<file path="config.mk">
export PLATFORM = sky130hd
export DESIGN_NAME = bulls_cows_scorer_flat
export DESIGN_NICKNAME = d
export VERILOG_FILES = /design/src/rtl/bulls_cows_if.sv /design/src/rtl/bulls_cows_scorer.sv /design/src/flat_wrapper.sv
export SDC_FILE = /design/constraint.sdc
export NUM_CORES = 1
export LEC_CHECK = 0
export BUFFER_PORTS_ARGS = -buffer_cell sky130_fd_sc_hd__buf_2
export CORE_UTILIZATION = 55
export CTS_BUF_LIST = sky130_fd_sc_hd__clkbuf_4
export DETAILED_ROUTE_END_ITERATION = 10
export PLACE_DENSITY = 0.88
export SLEW_MARGIN = 25
export SYNTH_ARGS = -nofsm -noshare
export SYNTH_HDL_FRONTEND = slang
export SYNTH_SLANG_ARGS = --single-unit
export TNS_END_PERCENT = 20
</file>
<file path="constraint.sdc">
create_clock -name clock -period 7.6 [get_ports clock]
set_input_delay 1.52 -clock clock [delete_from_list [all_inputs] [get_ports clock]]
set_output_delay 1.52 -clock clock [all_outputs]
set_load 0.02 [all_outputs]
</file>
<file path="src/rtl/bulls_cows_if.sv">
// Bulls & Cows responder bus: secret/guess offers, result channel, status.
// master = driver of secrets/guesses, slave = the scorer.
interface bulls_cows_if #(
   parameter int DIGITS  = 4,
   parameter int DIGIT_W = 4,
   parameter int ATT_W   = 4
);
   localparam int CW = $clog2(DIGITS + 1);

   logic                      new_game;
   logic                      secret_valid;
   logic [DIGITS*DIGIT_W-1:0] secret_in;
   logic                      secret_ready;
   logic                      secret_error;
   logic                      guess_valid;
   logic [DIGITS*DIGIT_W-1:0] guess_in;
   logic                      guess_ready;
   logic                      result_valid;
   logic                      result_ready;
   logic [CW-1:0]             bulls;
   logic [CW-1:0]             cows;
   logic                      win;
   logic [ATT_W-1:0]          attempts;
   logic                      game_over;

   modport master (
      output new_game, secret_valid, secret_in,
      output guess_valid, guess_in, result_ready,
      input  secret_ready, secret_error, guess_ready,
      input  result_valid, bulls, cows, win,
      input  attempts, game_over
   );

   modport slave (
      input  new_game, secret_valid, secret_in,
      input  guess_valid, guess_in, result_ready,
      output secret_ready, secret_error, guess_ready,
      output result_valid, bulls, cows, win,
      output attempts, game_over
   );
endinterface

</file>
<file path="src/rtl/bulls_cows_scorer.sv">
// Bulls & Cows scorer: one guess digit per cycle against a latched secret.
// BC_SECRET_CHECK_EN enables rejection of secrets with digits >9 or repeats.
module bulls_cows_scorer #(
   parameter int DIGITS       = 4,
   parameter int DIGIT_W      = 4,
   parameter int MAX_ATTEMPTS = 10,
   parameter int ATT_W        = 4
) (
   input  logic          clock,
   input  logic          reset_n,
   bulls_cows_if.slave   bus
);
   localparam int CW = $clog2(DIGITS + 1);
   localparam int IW = (DIGITS > 1) ? $clog2(DIGITS) : 1;
   localparam int WW = DIGITS * DIGIT_W;

   typedef enum logic [2:0] {
      S_IDLE, S_ARMED, S_SCORE, S_RESULT, S_DONE
   } state_t;

   state_t           state_q, state_d;
   logic [WW-1:0]    sec_q, sec_d;
   logic [WW-1:0]    gs_q, gs_d;
   logic [IW-1:0]    idx_q, idx_d;
   logic [CW-1:0]    bull_q, bull_d;
   logic [CW-1:0]    cow_q, cow_d;
   logic [ATT_W-1:0] att_q, att_d;
   logic             rv_q, rv_d;
   logic             err_q, err_d;

   logic               sec_ok;
   logic [DIGIT_W-1:0] g_dig;
   logic               hit_bull;
   logic               hit_cow;
   logic [ATT_W-1:0]   att_inc;
   logic               win_w;

`ifdef BC_SECRET_CHECK_EN
   always_comb begin
      sec_ok = 1'b1;
      for (int i = 0; i < DIGITS; i++) begin
         if (bus.secret_in[i*DIGIT_W +: DIGIT_W] > DIGIT_W'(9))
            sec_ok = 1'b0;
         for (int j = i + 1; j < DIGITS; j++)
            if (bus.secret_in[i*DIGIT_W +: DIGIT_W] ==
                bus.secret_in[j*DIGIT_W +: DIGIT_W])
               sec_ok = 1'b0;
      end
   end
`else
   assign sec_ok = 1'b1;
`endif

   // Out-of-range guess digits never match, even against a bad secret.
   always_comb begin
      g_dig    = '0;
      hit_bull = 1'b0;
      hit_cow  = 1'b0;
      for (int i = 0; i < DIGITS; i++)
         if (i == int'(idx_q)) g_dig = gs_q[i*DIGIT_W +: DIGIT_W];
      for (int j = 0; j < DIGITS; j++) begin
         if (g_dig <= DIGIT_W'(9) &&
             sec_q[j*DIGIT_W +: DIGIT_W] == g_dig) begin
            if (j == int'(idx_q)) hit_bull = 1'b1;
            else                  hit_cow  = 1'b1;
         end
      end
   end

   assign att_inc = (att_q == '1) ? att_q : att_q + ATT_W'(1);
   assign win_w   = (bull_q == CW'(DIGITS));

   always_comb begin
      state_d = state_q;
      sec_d   = sec_q;
      gs_d    = gs_q;
      idx_d   = idx_q;
      bull_d  = bull_q;
      cow_d   = cow_q;
      att_d   = att_q;
      rv_d    = rv_q;
      err_d   = 1'b0;
      if (bus.new_game) begin
         state_d = S_IDLE;
         sec_d   = '0;
         gs_d    = '0;
         idx_d   = '0;
         bull_d  = '0;
         cow_d   = '0;
         att_d   = '0;
         rv_d    = 1'b0;
      end else begin
         unique case (state_q)
            S_IDLE: begin
               if (bus.secret_valid) begin
                  if (sec_ok) begin
                     sec_d   = bus.secret_in;
                     state_d = S_ARMED;
                  end else begin
                     err_d = 1'b1;
                  end
               end
            end
            S_ARMED: begin
               if (bus.guess_valid) begin
                  gs_d    = bus.guess_in;
                  bull_d  = '0;
                  cow_d   = '0;
                  idx_d   = '0;
                  state_d = S_SCORE;
               end
            end
            S_SCORE: begin
               if (hit_bull)     bull_d = bull_q + CW'(1);
               else if (hit_cow) cow_d  = cow_q + CW'(1);
               if (idx_q == IW'(DIGITS - 1)) state_d = S_RESULT;
               else                          idx_d   = idx_q + IW'(1);
            end
            // One settling cycle before the result is offered.
            S_RESULT: begin
               if (!rv_q) begin
                  rv_d = 1'b1;
               end else if (bus.result_ready) begin
                  rv_d  = 1'b0;
                  att_d = att_inc;
                  if (win_w || att_inc == ATT_W'(MAX_ATTEMPTS))
                     state_d = S_DONE;
                  else
                     state_d = S_ARMED;
               end
            end
            S_DONE: ;
            default: state_d = S_IDLE;
         endcase
      end
   end

   always_ff @(posedge clock or negedge reset_n) begin
      if (!reset_n) begin
         state_q <= S_IDLE;
         sec_q   <= '0;
         gs_q    <= '0;
         idx_q   <= '0;
         bull_q  <= '0;
         cow_q   <= '0;
         att_q   <= '0;
         rv_q    <= 1'b0;
         err_q   <= 1'b0;
      end else begin
         state_q <= state_d;
         sec_q   <= sec_d;
         gs_q    <= gs_d;
         idx_q   <= idx_d;
         bull_q  <= bull_d;
         cow_q   <= cow_d;
         att_q   <= att_d;
         rv_q    <= rv_d;
         err_q   <= err_d;
      end
   end

   assign bus.secret_ready = (state_q == S_IDLE);
   assign bus.secret_error = err_q;
   assign bus.guess_ready  = (state_q == S_ARMED);
   assign bus.result_valid = rv_q;
   assign bus.bulls        = bull_q;
   assign bus.cows         = cow_q;
   assign bus.win          = rv_q & win_w;
   assign bus.attempts     = att_q;
   assign bus.game_over    = (state_q == S_DONE);
endmodule

</file>
<file path="src/flat_wrapper.sv">
// flat-port wrapper written by rule: the top's interface ports become plain ports
module bulls_cows_scorer_flat 
#(
   parameter int DIGITS       = 4,
   parameter int DIGIT_W      = 4,
   parameter int MAX_ATTEMPTS = 10,
   parameter int ATT_W        = 4
)
  (clock, reset_n, bus_new_game, bus_secret_valid, bus_secret_in, bus_guess_valid, bus_guess_in, bus_result_ready, bus_secret_ready, bus_secret_error, bus_guess_ready, bus_result_valid, bus_bulls, bus_cows, bus_win, bus_attempts, bus_game_over);
  bulls_cows_if #(.DIGITS(DIGITS), .DIGIT_W(DIGIT_W), .ATT_W(ATT_W)) bus_i ();
  input  logic clock;
  input  logic reset_n;
  input wire logic [$bits(bus_i.new_game)-1:0] bus_new_game;
  input wire logic [$bits(bus_i.secret_valid)-1:0] bus_secret_valid;
  input wire logic [$bits(bus_i.secret_in)-1:0] bus_secret_in;
  input wire logic [$bits(bus_i.guess_valid)-1:0] bus_guess_valid;
  input wire logic [$bits(bus_i.guess_in)-1:0] bus_guess_in;
  input wire logic [$bits(bus_i.result_ready)-1:0] bus_result_ready;
  output wire logic [$bits(bus_i.secret_ready)-1:0] bus_secret_ready;
  output wire logic [$bits(bus_i.secret_error)-1:0] bus_secret_error;
  output wire logic [$bits(bus_i.guess_ready)-1:0] bus_guess_ready;
  output wire logic [$bits(bus_i.result_valid)-1:0] bus_result_valid;
  output wire logic [$bits(bus_i.bulls)-1:0] bus_bulls;
  output wire logic [$bits(bus_i.cows)-1:0] bus_cows;
  output wire logic [$bits(bus_i.win)-1:0] bus_win;
  output wire logic [$bits(bus_i.attempts)-1:0] bus_attempts;
  output wire logic [$bits(bus_i.game_over)-1:0] bus_game_over;
  assign bus_i.new_game = bus_new_game;
  assign bus_i.secret_valid = bus_secret_valid;
  assign bus_i.secret_in = bus_secret_in;
  assign bus_i.guess_valid = bus_guess_valid;
  assign bus_i.guess_in = bus_guess_in;
  assign bus_i.result_ready = bus_result_ready;
  assign bus_secret_ready = bus_i.secret_ready;
  assign bus_secret_error = bus_i.secret_error;
  assign bus_guess_ready = bus_i.guess_ready;
  assign bus_result_valid = bus_i.result_valid;
  assign bus_bulls = bus_i.bulls;
  assign bus_cows = bus_i.cows;
  assign bus_win = bus_i.win;
  assign bus_attempts = bus_i.attempts;
  assign bus_game_over = bus_i.game_over;
  bulls_cows_scorer #(.DIGITS(DIGITS), .DIGIT_W(DIGIT_W), .MAX_ATTEMPTS(MAX_ATTEMPTS), .ATT_W(ATT_W)) u_core (.clock(clock), .reset_n(reset_n), .bus(bus_i));
endmodule
</file>
==> load_flow_metrics.sql, run 1 <==
INSERT INTO impl_metrics (metric_group, metric, value, unit) VALUES
('status', 'outcome', 'finished clean', ''),
('worst_setup_path', 'crit_start', 'u_core.idx_q[1]', ''),
('global_route', 'initial_antenna_violation_count', '0', ''),
('worst_setup_path', 'path_common_cell', 'sky130_fd_sc_hd__a211oi_1', ''),
('worst_setup_path', 'critical_path.endpoint_type', 'register', ''),
('power_and_ir_drop', 'vdd_drop_max', '0.200', 'mV'),
('clock_network', 'postCtsResizedCells', '0', ''),
('sta', 'max_slew_headroom_at_the_worst_pin', '49.7', '%'),
('layout', 'antenna_cells', '0', ''),
('die', 'fp.coreArea', '5070', 'um2'),
('drt', 'drcViolationCount', '0', ''),
('placed_design', 'place.detailed.hpwl', '4560', 'um'),
('sta', 'min_period_over_period', '43.1', '%'),
('global_route', 'first_global_vias', '2331', ''),
('synth', 'yosys_warnings', '0', ''),
('global_route', 'global_route.usage.total', '24.3', '%'),
('synth', 'syn_inst', '338', ''),
('placed_design', 'gp_congestion', '0.885', ''),
('clock_network', 'tritoncts.num_buffers', '5', ''),
('synth', 'synthMostInstantiatedCell', 'sky130_fd_sc_hd__nand2_1', ''),
('clock_network', 'holdBufCountCts', '0', ''),
('synth', 'seq_area_frac_synth', '41.6', '%'),
('clock_network', 'clock_tree.root_cell', 'sky130_fd_sc_hd__clkbuf_4', ''),
('die', 'die_y', '74.4', 'um'),
('sta', 'report.final.slew_viol_count', '0', ''),
('sta', 'totalNegativeSetupSlack', '0', 'ns'),
('min_path', 'worstHoldPathType', 'reg2reg', ''),
('sta', 'finalSetupViolations', '0', ''),
('synth', 'synthesis.nets', '385', ''),
('worst_setup_path', 'reg2reg_depth', '10', ''),
('sta', 'final.setup.worst_slack', '4.32', 'ns'),
('worst_setup_path', 'worst-r2r-setup-slack', '4.32', 'ns'),
('synth', 'synth_area_leader', 'sky130_fd_sc_hd__dfrtp_1', ''),
('power_and_ir_drop', 'p_int', '575', 'uW'),
('layout', 'syn2layout_area_growth', '12.6', '%'),
('synth', 'ys_async_sr_fraction', '100', '%'),
('sta', 'hold_viol', '0', ''),
('worst_setup_path', 'cpMaxStageDelayCell', 'sky130_fd_sc_hd__a211oi_4', ''),
('synth', 'yosys_most_used_dff', 'sky130_fd_sc_hd__dfrtp_1', ''),
('die', 'floorplan.initialDensity', '56.9', '%'),
('worst_setup_path', 'worst_path_largest_cell_delay', '0.51', 'ns'),
('layout', 'final_util', '64.0', '%'),
('synth', 'synth.avg_cell_area', '8.54', 'um2'),
('global_route', 'overflow', '0', ''),
('placed_design', 'detailed_place.area', '3160', 'um2'),
('power_and_ir_drop', 'seq_power_share', '36.5', '%'),
('synth', 'synth.distinct_cells', '56', ''),
('min_path', 'whs_path_depth', '2', ''),
('worst_setup_path', 'cp_max_fo', '10', ''),
('clock_network', 'clock-sinks', '48', ''),
('worst_setup_path', 'crit-reg2reg-capture', 'u_core.bus.cows[1]', ''),
('worst_setup_path', 'critical_path_class', 'reg2reg', ''),
('drt', 'dr.pass1.iters', '5', ''),
('worst_setup_path', 'required', '7.86', 'ns'),
('synth', 'synth_edf_count', '0', ''),
('die', 'io_pins', '54', ''),
('min_path', 'hold-path-endpoint', 'u_core.gs_q[5]', ''),
('clock_network', 'clock_tree_from_tritoncts', 'yes', ''),
('synth', 'synth.cell_area', '2890', 'um2'),
('synth', 'synth.ff_latch_count', '48', ''),
('drt', 'drt_wl_total', '6330', 'um'),
('worst_setup_path', 'critical_path.cell_chain', 'inv_1 > ha_1 > a211oi_1 > a211oi_4 > a2111oi_1 > a211oi_1 > o22ai_1 > nor3_2 > a21oi_1 > a221o_1', ''),
('placed_design', 'port-buffer-count', '52', ''),
('synth', 'synth_commonest_cells', 'sky130_fd_sc_hd__nand2_1, sky130_fd_sc_hd__dfrtp_1, sky130_fd_sc_hd__a21oi_1', ''),
('flow_run', 'drv.max_cap_violation_count', '0', ''),
('power_and_ir_drop', 'swShare', '43.4', '%'),
('drt', 'routed_wire_length_per_instance', '14.0', 'um'),
('drt', 'ant_nets', '0', ''),
('sta', 'post-route-min-period', '3.28', 'ns'),
('worst_setup_path', 'crit_start_category', 'register', ''),
('power_and_ir_drop', 'share_comb_of_total_power', '48.5', '%');
## layout make-up
class | count | area [um2]
clock buffers | 6 | 45.0
inverters | 11 | 41.3
multi-input cells | 262 | 1580
fillers | 459 | 1830
flip-flops and latches | 48 | 1200
repair buffers | 52 | 263
well taps | 70 | 87.6
clock inverters | 2 | 35.0
## worst max path at each step
stage	to	slack, ns	cells past startpoint
floorplan	bus_game_over	4.91	2
global placement	u_core.gs_q[10]	4.49	3
detailed placement	u_core.gs_q[11]	4.34	3
CTS	u_core.bus.cows[1]	4.31	10
global route	u_core.bus.cows[1]	4.09	10
finish	u_core.bus.cows[1]	4.32	10
## cell families (layout without fill, tap and decap cells)
kind of cell               Yosys count  in the layout  synth area share [%]
xor gates and xnor gates             5              5                  1.52
muxes                                4              4                  1.43
other                                1              1                 0.130
and+or+nand+nor                    152            152                  26.9
AOI/OAI and AO/OA                   91             91                  20.3
adders and majority gates            9              9                  3.90
buffers and inverters               28             71                  4.16
DFF                                 48             48                  41.6
## critical path, delay by kind of cell (launching register included)
| kind | cells | cell delay, ns |
|---|---|---|
| AND/OR/NAND/NOR | 1 | 0.45 |
| adder cells (fa/ha/maj) | 1 | 0.37 |
| buffers and inverters | 1 | 0.09 |
| AO/OA/AOI/OAI | 7 | 1.83 |
| flip-flops | 1 | 0.44 |
## layer usage
metal	routed length (um)	GRT usage, %	vias to the layer above
met3	249	2.85	9
met5	0	0	-
met1	2940	32.6	1201
li1	-	-	1265
met4	95	8.60	0
met2	3050	40.6	76
## power groups by stage
stage / clock network, uW / logic [uW] / registers, uW
detailed placement: 0 / 482 / 374
CTS: 155 / 485 / 369
floorplan: 0 / 384 / 357
finish: 153 / 492 / 370
global route: 166 / 545 / 378
global placement: 0 / 463 / 371
## state kept, by name, summed over array words and instances (netlist names)
name                     flops
u_core.bus.bulls             3
u_core.state_q               3
u_core.bus.attempts          4
u_core.bus.cows              3
u_core.gs_q                 16
u_core.sec_q                16
u_core.idx_q                 2
u_core.bus.result_valid      1
## cell usage in the layout, fill, tap and decap left out, drive strengths merged, types with 4 or more instances in the layout
cell type  Yosys  layout
nand3b         4       4
nor2b          7       7
nor3b          4       4
nand3          5       5
buf            3      52
nor4           4       4
clkbuf        14       6
dfrtp         48      48
ha             9       9
a21oi         28      28
inv           11      11
a211oi         9       9
nand2b        21      21
nor2          19      19
and3           7       7
nor3           6       6
xnor2          5       5
nand2         64      64
a2111oi        5       5
o21ai         25      25
## metrics by stage
stage	power, uW	hold slack [ns]
floorplan	741	0.441
global placement	834	0.460
detailed placement	856	0.471
CTS	1010	0.501
global route	1090	0.537
finish	1020	0.497
Note: power is estimated with default switching activity, not from simulation.
==> run 2, diff against run 1 <==
clock period = 3.2 ns   (was 7.6 ns; I/O delays follow)
==> run 2 against run 1 <==
Against the previous run:
- flip-flop and latch count stayed put
- maximum frequency up 6.7%
- register-to-register slack got worse by 4.2 ns
- count of clock-buffer cells in the layout is 1 lower
- total power is 130% higher
- hold slack lost 0.23 ns
- die area did not move
- cell area rose by 0.46%
- first-iteration DRC count grew 60%
- clock power increased by 73%
- routed wire length rose by 2.1%
- core utilization is 0.30 points higher
- highest routed layer unchanged
==> load_flow_metrics.sql, run 2 (synthesis results as in run 1) <==
INSERT INTO impl_metrics (metric_group, metric, value, unit) VALUES
('status', 'outcome', 'finished clean', ''),
('worst_setup_path', 'crit-reg2reg-launch', 'u_core.idx_q[0]', ''),
('drt', 'uppermost_layer_routed', 'met4', ''),
('worst_setup_path', 'crit-reg2reg-capture', 'u_core.bus.bulls[2]', ''),
('flow_run', 'drv.max_cap_violation_count', '0', ''),
('drt', 'routed_wire_length_per_instance', '14.3', 'um'),
('worst_setup_path', 'critical_path.endpoint_type', 'register', ''),
('die', 'die-area', '5540', 'um2'),
('clock_network', 'clk-insertion-delay-late', '0.37', 'ns'),
('die', 'floorplan.initialDensity', '56.9', '%'),
('layout', 'final_layout_size_suffix_gt1_share', '19.7', '%'),
('drt', 'drt_initial_violations', '187', ''),
('sta', 'post-route-min-period', '3.07', 'ns'),
('sta', 'hold_viol', '0', ''),
('clock_network', 'clock_tree.htree_level_count', '2', ''),
('sta', 'min_period_over_period', '96.0', '%'),
('sta', 'clock-skew-final', '0.0147', 'ns'),
('placed_design', 'port-buffer-count', '52', ''),
('clock_network', 'ctsLongestPathBuffers', '2', ''),
('die', 'die_y', '74.4', 'um'),
('layout', 'finish.instance_area', '3260', 'um2'),
('worst_setup_path', 'worst-r2r-setup-slack', '0.13', 'ns'),
('sta', 'max_slew.worst_pin.slew', '0.761', 'ns'),
('worst_setup_path', 'critical_path_class', 'reg2reg', ''),
('power_and_ir_drop', 'vdd_drop_max', '0.565', 'mV'),
('layout', 'syn2layout_area_growth', '13.1', '%'),
('global_route', 'initial_antenna_violation_count', '0', ''),
('sta', 'maxClockFrequency', '0.326', 'GHz'),
('sta', 'max_slew_headroom_at_the_worst_pin', '49.3', '%'),
('clock_network', 'tritoncts.num_buffers', '5', ''),
('layout', 'commonest_cells_after_routing_fill_and_taps_aside', 'sky130_fd_sc_hd__nand2_1, sky130_fd_sc_hd__buf_2, sky130_fd_sc_hd__dfrtp_1', ''),
('die', 'fp.coreArea', '5070', 'um2'),
('clock_network', 'holdBufCountCts', '0', ''),
('clock_network', 'clock_tree_from_tritoncts', 'yes', ''),
('global_route', 'grt_max_degree', '49', ''),
('worst_setup_path', 'worst_ep_arrival_time', '3.38', 'ns'),
('min_path', 'worstHoldPathType', 'in2async', ''),
('worst_setup_path', 'crit_start_category', 'register', ''),
('placed_design', 'detailed_place.area', '3160', 'um2'),
('power_and_ir_drop', 'p_leak', '0.00146', 'uW'),
('worst_setup_path', 'critical_path.cell_chain', 'ha_1 > nor2_2 > nand3_1 > a2111oi_1 > a211oi_1 > o22ai_1 > nor3_4 > or4_1 > a21boi_1', ''),
('drt', 'vias', '2570', ''),
('drt', 'drcViolationCount', '0', ''),
('worst_setup_path', 'reg2reg_depth', '9', ''),
('worst_setup_path', 'crit_start', 'u_core.idx_q[0]', ''),
('die', 'fp.dieW', '74.4', 'um'),
('layout', 'mostFrequentLayoutCell', 'sky130_fd_sc_hd__nand2_1', ''),
('clock_network', 'clock_tree.root_cell', 'sky130_fd_sc_hd__clkbuf_4', ''),
('drt', 'route.detailed.vias_per_inst', '5.70', ''),
('global_route', 'global_route.usage.total', '24.5', '%'),
('sta', 'report.final.slew_viol_count', '0', ''),
('layout', 'nets', '428', ''),
('layout', 'antenna_cells', '0', ''),
('drt', 'wl_met3', '303', 'um'),
('die', 'placement_rows', '26', ''),
('sta', 'totalNegativeSetupSlack', '0', 'ns'),
('clock_network', 'clock-sinks', '48', ''),
('drt', 'ant_nets', '0', ''),
('die', 'io_pins', '54', ''),
('global_route', 'overflow', '0', ''),
('drt', 'met1_length', '2980', 'um'),
('worst_setup_path', 'cpMaxStageDelayCell', 'sky130_fd_sc_hd__a2111oi_1', ''),
('global_route', 'grt_pass1_wl', '10500', 'um'),
('worst_setup_path', 'worst_path_largest_cell_delay', '0.45', 'ns'),
('clock_network', 'path_clk_slew', '0.14', 'ns'),
('worst_setup_path', 'cp_max_fo', '12', ''),
('layout', 'final_util', '64.3', '%'),
('drt', 'dr.pass1.iters', '4', ''),
('drt', 'route.met2.wl', '3100', 'um'),
('placed_design', 'gp_congestion', '0.876', ''),
('power_and_ir_drop', 'total_power_density_per_cell_area', '731', 'nW/um2'),
('sta', 'finalSetupViolations', '0', ''),
('drt', 'drt_wl_total', '6470', 'um'),
('global_route', 'first_global_vias', '2302', ''),
('worst_setup_path', 'required', '3.51', 'ns'),
('placed_design', 'place.detailed.hpwl', '4650', 'um'),
('power_and_ir_drop', 'design_power_total', '2390', 'uW');
run 2: cell types whose count changed in the layout (fill, tap and decap cells not counted), sizes merged:
| cell | change |
|---|---|
| buf | +1 |
| bufinv | -1 |
| clkbuf | -1 |
| clkinv | +1 |
run 2: timing repair:
action | CTS | global route
setup buffers | 0 | 1
endpoints found under the setup margin | 0 | 6
gates resized for setup | 0 | 11
run 2: critical path, delay by kind of cell (launching register included):
family,cells,cell delay [ns]
and+or+nand+nor,4,1.14
DFF,1,0.44
adders and majority gates,1,0.37
AOI/OAI and AO/OA,4,1.07
run 2: worst max-delay path by stage:
| stage | to | cells past startpoint | slack (ns) |
|---|---|---|---|
| after CTS | u_core.bus.cows[1] | 10 | 0.14 |
| after floorplan | u_core.bus.cows[2] | 11 | 0.57 |
| after global placement | u_core.bus.cows[1] | 10 | 0.26 |
| after global routing | u_core.bus.bulls[2] | 9 | -0.07 |
| final | u_core.bus.bulls[2] | 9 | 0.13 |
| after detailed placement | u_core.bus.cows[1] | 10 | 0.15 |
run 2: metal layers:
layer	global-route usage, %	up-vias
li1	-	1265
met2	39.1	77
met4	6.92	0
met5	0	-
met3	4.07	10
met1	34.4	1218
run 2: where the power goes:
part / switching [uW] / internal, uW
sequential: 145 / 741
clock: 188 / 77.1
combinational: 744 / 490
run 2: stage by stage:
step / worst slack [ns] / instances / hold slack [ns]
4_1_cts: 0.135 / 450 / 0.287
2_1_floorplan: 0.567 / 338 / 0.344
5_1_grt: -0.0719 / 451 / 0.314
3_5_place_dp: 0.145 / 443 / 0.478
3_3_place_gp: 0.255 / 443 / 0.455
6_report: 0.128 / 451 / 0.263
run 2: final cells by class:
class | count | area (um2)
multi-input combinational | 262 | 1620
timing repair buffer | 53 | 270
fill | 465 | 1810
tap | 70 | 87.6
clock buffer | 5 | 37.5
inverter | 11 | 41.3
sequential | 48 | 1200
clock inverter | 2 | 7.51
==> run 3, diff against run 2 <==
ABC_AREA = 1   (was unset)
==> run 3 against run 2 <==
Against the previous run:
- sequential share of layout area shrank 0.85 points
- maximum frequency grew 28%
- global-route usage rose by 1.2 points
- total power rose by 9.3%
- synthesized cell count rose by 13%
- first-iteration DRC count fell by 21%
- core utilization is 1.5 points higher
==> load_flow_metrics.sql, run 3 <==
INSERT INTO impl_metrics (metric_group, metric, value, unit) VALUES
('synth', 'synth_area_leader', 'sky130_fd_sc_hd__dfrtp_1', ''),
('sta', 'report.final.slew_viol_count', '0', ''),
('layout', 'syn2layout_area_growth', '15.5', '%'),
('drt', 'route.detailed.vias_per_inst', '5.32', ''),
('die', 'die-area', '5550', 'um2'),
('synth', 'post_synth_main_area_contributors', 'sky130_fd_sc_hd__dfrtp_1, sky130_fd_sc_hd__nand2_1, sky130_fd_sc_hd__nand3_1, sky130_fd_sc_hd__inv_1, sky130_fd_sc_hd__o21ai_0', ''),
('worst_setup_path', 'required', '3.50', 'ns'),
('synth', 'synth.ff_latch_count', '48', ''),
('layout', 'final_layout_size_suffix_gt1_share', '22.3', '%'),
('synth', 'synth_edf_count', '0', ''),
('synth', 'synth_top_area_share', '41.5', '%'),
('synth', 'seq_area_frac_synth', '41.5', '%'),
('global_route', 'grt_pass1_wl', '10900', 'um'),
('sta', 'clock-skew-final', '0.0189', 'ns'),
('layout', 'final_util', '65.9', '%'),
('worst_setup_path', 'worst-r2r-setup-slack', '0.79', 'ns'),
('die', 'io_pins', '54', ''),
('drt', 'dr.pass1.iters', '5', ''),
('synth', 'syn_inst', '383', ''),
('clock_network', 'path_clk_slew', '0.16', 'ns'),
('sta', 'rsz_0062_raised_after_global_routing', 'false', ''),
('power_and_ir_drop', 'vdd_drop_max', '0.396', 'mV'),
('sta', 'max_slew.worst_pin.slew', '0.591', 'ns'),
('synth', 'synth.avg_cell_area', '7.55', 'um2'),
('global_route', 'overflow', '0', ''),
('synth', 'synth_xor_area_share', '0.303', '%'),
('global_route', 'global_route.usage.total', '25.7', '%'),
('drt', 'drcViolationCount', '0', ''),
('synth', 'mux_contribution_to_synthesized_area', '0', '%'),
('sta', 'totalNegativeSetupSlack', '0', 'ns'),
('placed_design', 'place.detailed.hpwl', '4990', 'um'),
('worst_setup_path', 'worst_ep_arrival_time', '2.71', 'ns'),
('power_and_ir_drop', 'design_power_total', '2610', 'uW'),
('sta', 'min_period_over_period', '75.3', '%'),
('layout', 'commonest_cells_after_routing_fill_and_taps_aside', 'sky130_fd_sc_hd__nand2_1, sky130_fd_sc_hd__nand3_1, sky130_fd_sc_hd__buf_2', ''),
('global_route', 'initial_antenna_violation_count', '0', ''),
('layout', 'nets', '481', ''),
('placed_design', 'port-buffer-count', '52', ''),
('flow_run', 'drv.max_cap_violation_count', '0', ''),
('drt', 'drt_initial_violations', '148', ''),
('sta', 'finalSetupViolations', '0', ''),
('worst_setup_path', 'critical_path_class', 'reg2reg', ''),
('die', 'die_y', '74.5', 'um'),
('synth', 'largest_family_of_logic_cells_by_synthesized_area', 'simple AND/OR/NAND/NOR gates', ''),
('power_and_ir_drop', 'share_comb_of_total_power', '48.0', '%'),
('clock_network', 'post_cts_buffers', '0', ''),
('die', 'placement_rows', '26', ''),
('synth', 'synth.distinct_cells', '34', ''),
('power_and_ir_drop', 'seq_power_share', '31.9', '%'),
('synth', 'synth_commonest_cells', 'sky130_fd_sc_hd__nand2_1, sky130_fd_sc_hd__nand3_1, sky130_fd_sc_hd__dfrtp_1, sky130_fd_sc_hd__inv_1, sky130_fd_sc_hd__o21ai_0', ''),
('clock_network', 'clock_tree.root_cell', 'sky130_fd_sc_hd__clkbuf_4', ''),
('sta', 'maxClockFrequency', '0.415', 'GHz'),
('sta', 'max_slew_headroom_at_the_worst_pin', '60.6', '%'),
('clock_network', 'clock-sinks', '48', ''),
('synth', 'ys_async_sr_fraction', '100', '%'),
('power_and_ir_drop', 'total_power_density_per_cell_area', '780', 'nW/um2'),
('min_path', 'worstHoldPathType', 'in2async', ''),
('placed_design', 'dp_cells', '497', ''),
('layout', 'mostFrequentLayoutCell', 'sky130_fd_sc_hd__nand2_1', ''),
('clock_network', 'clock_tree.htree_level_count', '2', ''),
('drt', 'vias', '2688', ''),
('layout', 'layout.cells.non_filler', '505', ''),
('power_and_ir_drop', 'swShare', '43.5', '%'),
('synth', 'yosys_most_used_dff', 'sky130_fd_sc_hd__dfrtp_1', ''),
('synth', 'yosys_warnings', '0', ''),
('clock_network', 'clock_tree_from_tritoncts', 'yes', ''),
('drt', 'ant_nets', '0', ''),
('layout', 'antenna_cells', '0', ''),
('synth', 'post_synth_fa_ha_maj_area_fraction', '3.89', '%'),
('worst_setup_path', 'cp_max_fo', '9', ''),
('synth', 'synthMostInstantiatedCell', 'sky130_fd_sc_hd__nand2_1', ''),
('die', 'floorplan.initialDensity', '57.0', '%'),
('global_route', 'grt_max_degree', '30', ''),
('synth', 'synth.cell_area', '2890', 'um2'),
('status', 'outcome', 'finished clean', ''),
('die', 'fp.dieW', '74.5', 'um'),
('clock_network', 'tritoncts.num_buffers', '5', ''),
('placed_design', 'gp_congestion', '0.885', ''),
('power_and_ir_drop', 'p_int', '1470', 'uW'),
('global_route', 'first_global_vias', '2475', ''),
('clock_network', 'holdBufCountCts', '0', ''),
('worst_setup_path', 'critical_path.endpoint_type', 'register', ''),
('power_and_ir_drop', 'power.switching', '1130', 'uW'),
('synth', 'synth-compound-area-share', '10.7', '%'),
('die', 'fp.coreArea', '5070', 'um2'),
('sta', 'hold_viol', '0', ''),
('sta', 'post-route-min-period', '2.41', 'ns'),
('clock_network', 'clk-insertion-delay-late', '0.38', 'ns'),
('power_and_ir_drop', 'p_leak', '0.00174', 'uW'),
('drt', 'routed_wire_length_per_instance', '13.0', 'um'),
('synth', 'synthesis.nets', '430', ''),
('power_and_ir_drop', 'p_clk_share', '20.1', '%'),
('clock_network', 'ctsLongestPathBuffers', '2', ''),
('clock_network', 'postCtsResizedCells', '0', ''),
('worst_setup_path', 'crit_start_category', 'register', ''),
('synth', 'synth_simple_gate_area_share', '34.0', '%'),
('drt', 'drt_wl_total', '6550', 'um');
==> run 3: changes by cell type in the layout (fill, tap and decap cells not counted), moves of 6 or more <==
cell                       delta
sky130_fd_sc_hd__nor2b_1      -6
sky130_fd_sc_hd__nand2_1     +24
sky130_fd_sc_hd__inv_1       +37
sky130_fd_sc_hd__and3_1       -7
sky130_fd_sc_hd__nand4_1      +6
sky130_fd_sc_hd__nand2b_1    -21
sky130_fd_sc_hd__nand2_4      +7
sky130_fd_sc_hd__a211oi_1     -6
sky130_fd_sc_hd__o21ai_0      +7
sky130_fd_sc_hd__a21oi_1     -17
sky130_fd_sc_hd__nand3_1     +55
sky130_fd_sc_hd__nand2_2      +7
==> run 3: logic make-up after synthesis <==
group	Yosys count
and+or+nand+nor	204
other	1
AOI/OAI and AO/OA	55
DFF	48
xor gates and xnor gates	1
buffers and inverters	65
adders and majority gates	9
==> run 3: metrics by stage <==
stage          hold WS [ns]  cell area, um2  setup slack (ns)
2_1_floorplan         0.344            2890              1.21
6_report              0.194            3340             0.791
3_5_place_dp          0.467            3210             0.889
4_1_cts               0.209            3340             0.862
3_3_place_gp          0.468            3190             0.992
5_1_grt               0.227            3340             0.641
==> run 3: final timing paths <==
path | from | endpoint | depth (start not counted)
worst max-delay path | u_core.idx_q[0] | u_core.bus.bulls[2] | 15
worst min-delay path | reset_n | u_core.sec_q[8] | 1
worst max register to register | u_core.idx_q[0] | u_core.bus.bulls[2] | 15
worst min register to register | u_core.gs_q[1] | u_core.gs_q[1] | 2
max in group asynchronous | reset_n | u_core.gs_q[15] | 2
min in group clock | bus_secret_in[14] | u_core.sec_q[14] | 3
==> run 3: layer usage <==
| layer | GRT usage, % | routed length (um) | vias up |
|---|---|---|---|
| met3 | 5.42 | 280 | 8 |
| met2 | 42.4 | 3180 | 75 |
| met1 | 34.4 | 3010 | 1258 |
| li1 | - | - | 1347 |
| met4 | 6.92 | 76 | 0 |
| met5 | 0 | 0 | - |
==> run 3: area by class of cell <==
type,instances,area (um2)
fillers,441,1730
multi-input cells,270,1420
flip-flops and latches,48,1200
repair buffers,57,310
inverters,52,195
clock inverters,3,90.1
well taps,70,87.6
clock buffers,5,37.5
==> run 3: power by group through the flow <==
stage          Clock, uW  Combinational [uW]  Sequential (uW)
2_1_floorplan          0                 960              828
3_3_place_gp           0                1180              837
3_5_place_dp           0                1230              841
4_1_cts              528                1240              829
5_1_grt              552                1400              847
6_report             523                1250              832
==> run 3: critical path: stages, from the launching register on <==
cell	delay [ns]
sky130_fd_sc_hd__dfrtp_1	0.45
sky130_fd_sc_hd__inv_1	0.09
sky130_fd_sc_hd__ha_1	0.35
sky130_fd_sc_hd__a21oi_1	0.21
sky130_fd_sc_hd__nand2_2	0.08
sky130_fd_sc_hd__nand2_4	0.10
sky130_fd_sc_hd__nand2_2	0.08
sky130_fd_sc_hd__nand2_1	0.07
sky130_fd_sc_hd__nand2_1	0.05
sky130_fd_sc_hd__nor2_1	0.17
sky130_fd_sc_hd__nand4_1	0.13
sky130_fd_sc_hd__nand2_1	0.13
sky130_fd_sc_hd__nor2_2	0.07
sky130_fd_sc_hd__o21ai_2	0.20
sky130_fd_sc_hd__nand2_1	0.08
sky130_fd_sc_hd__o21ai_1	0.08
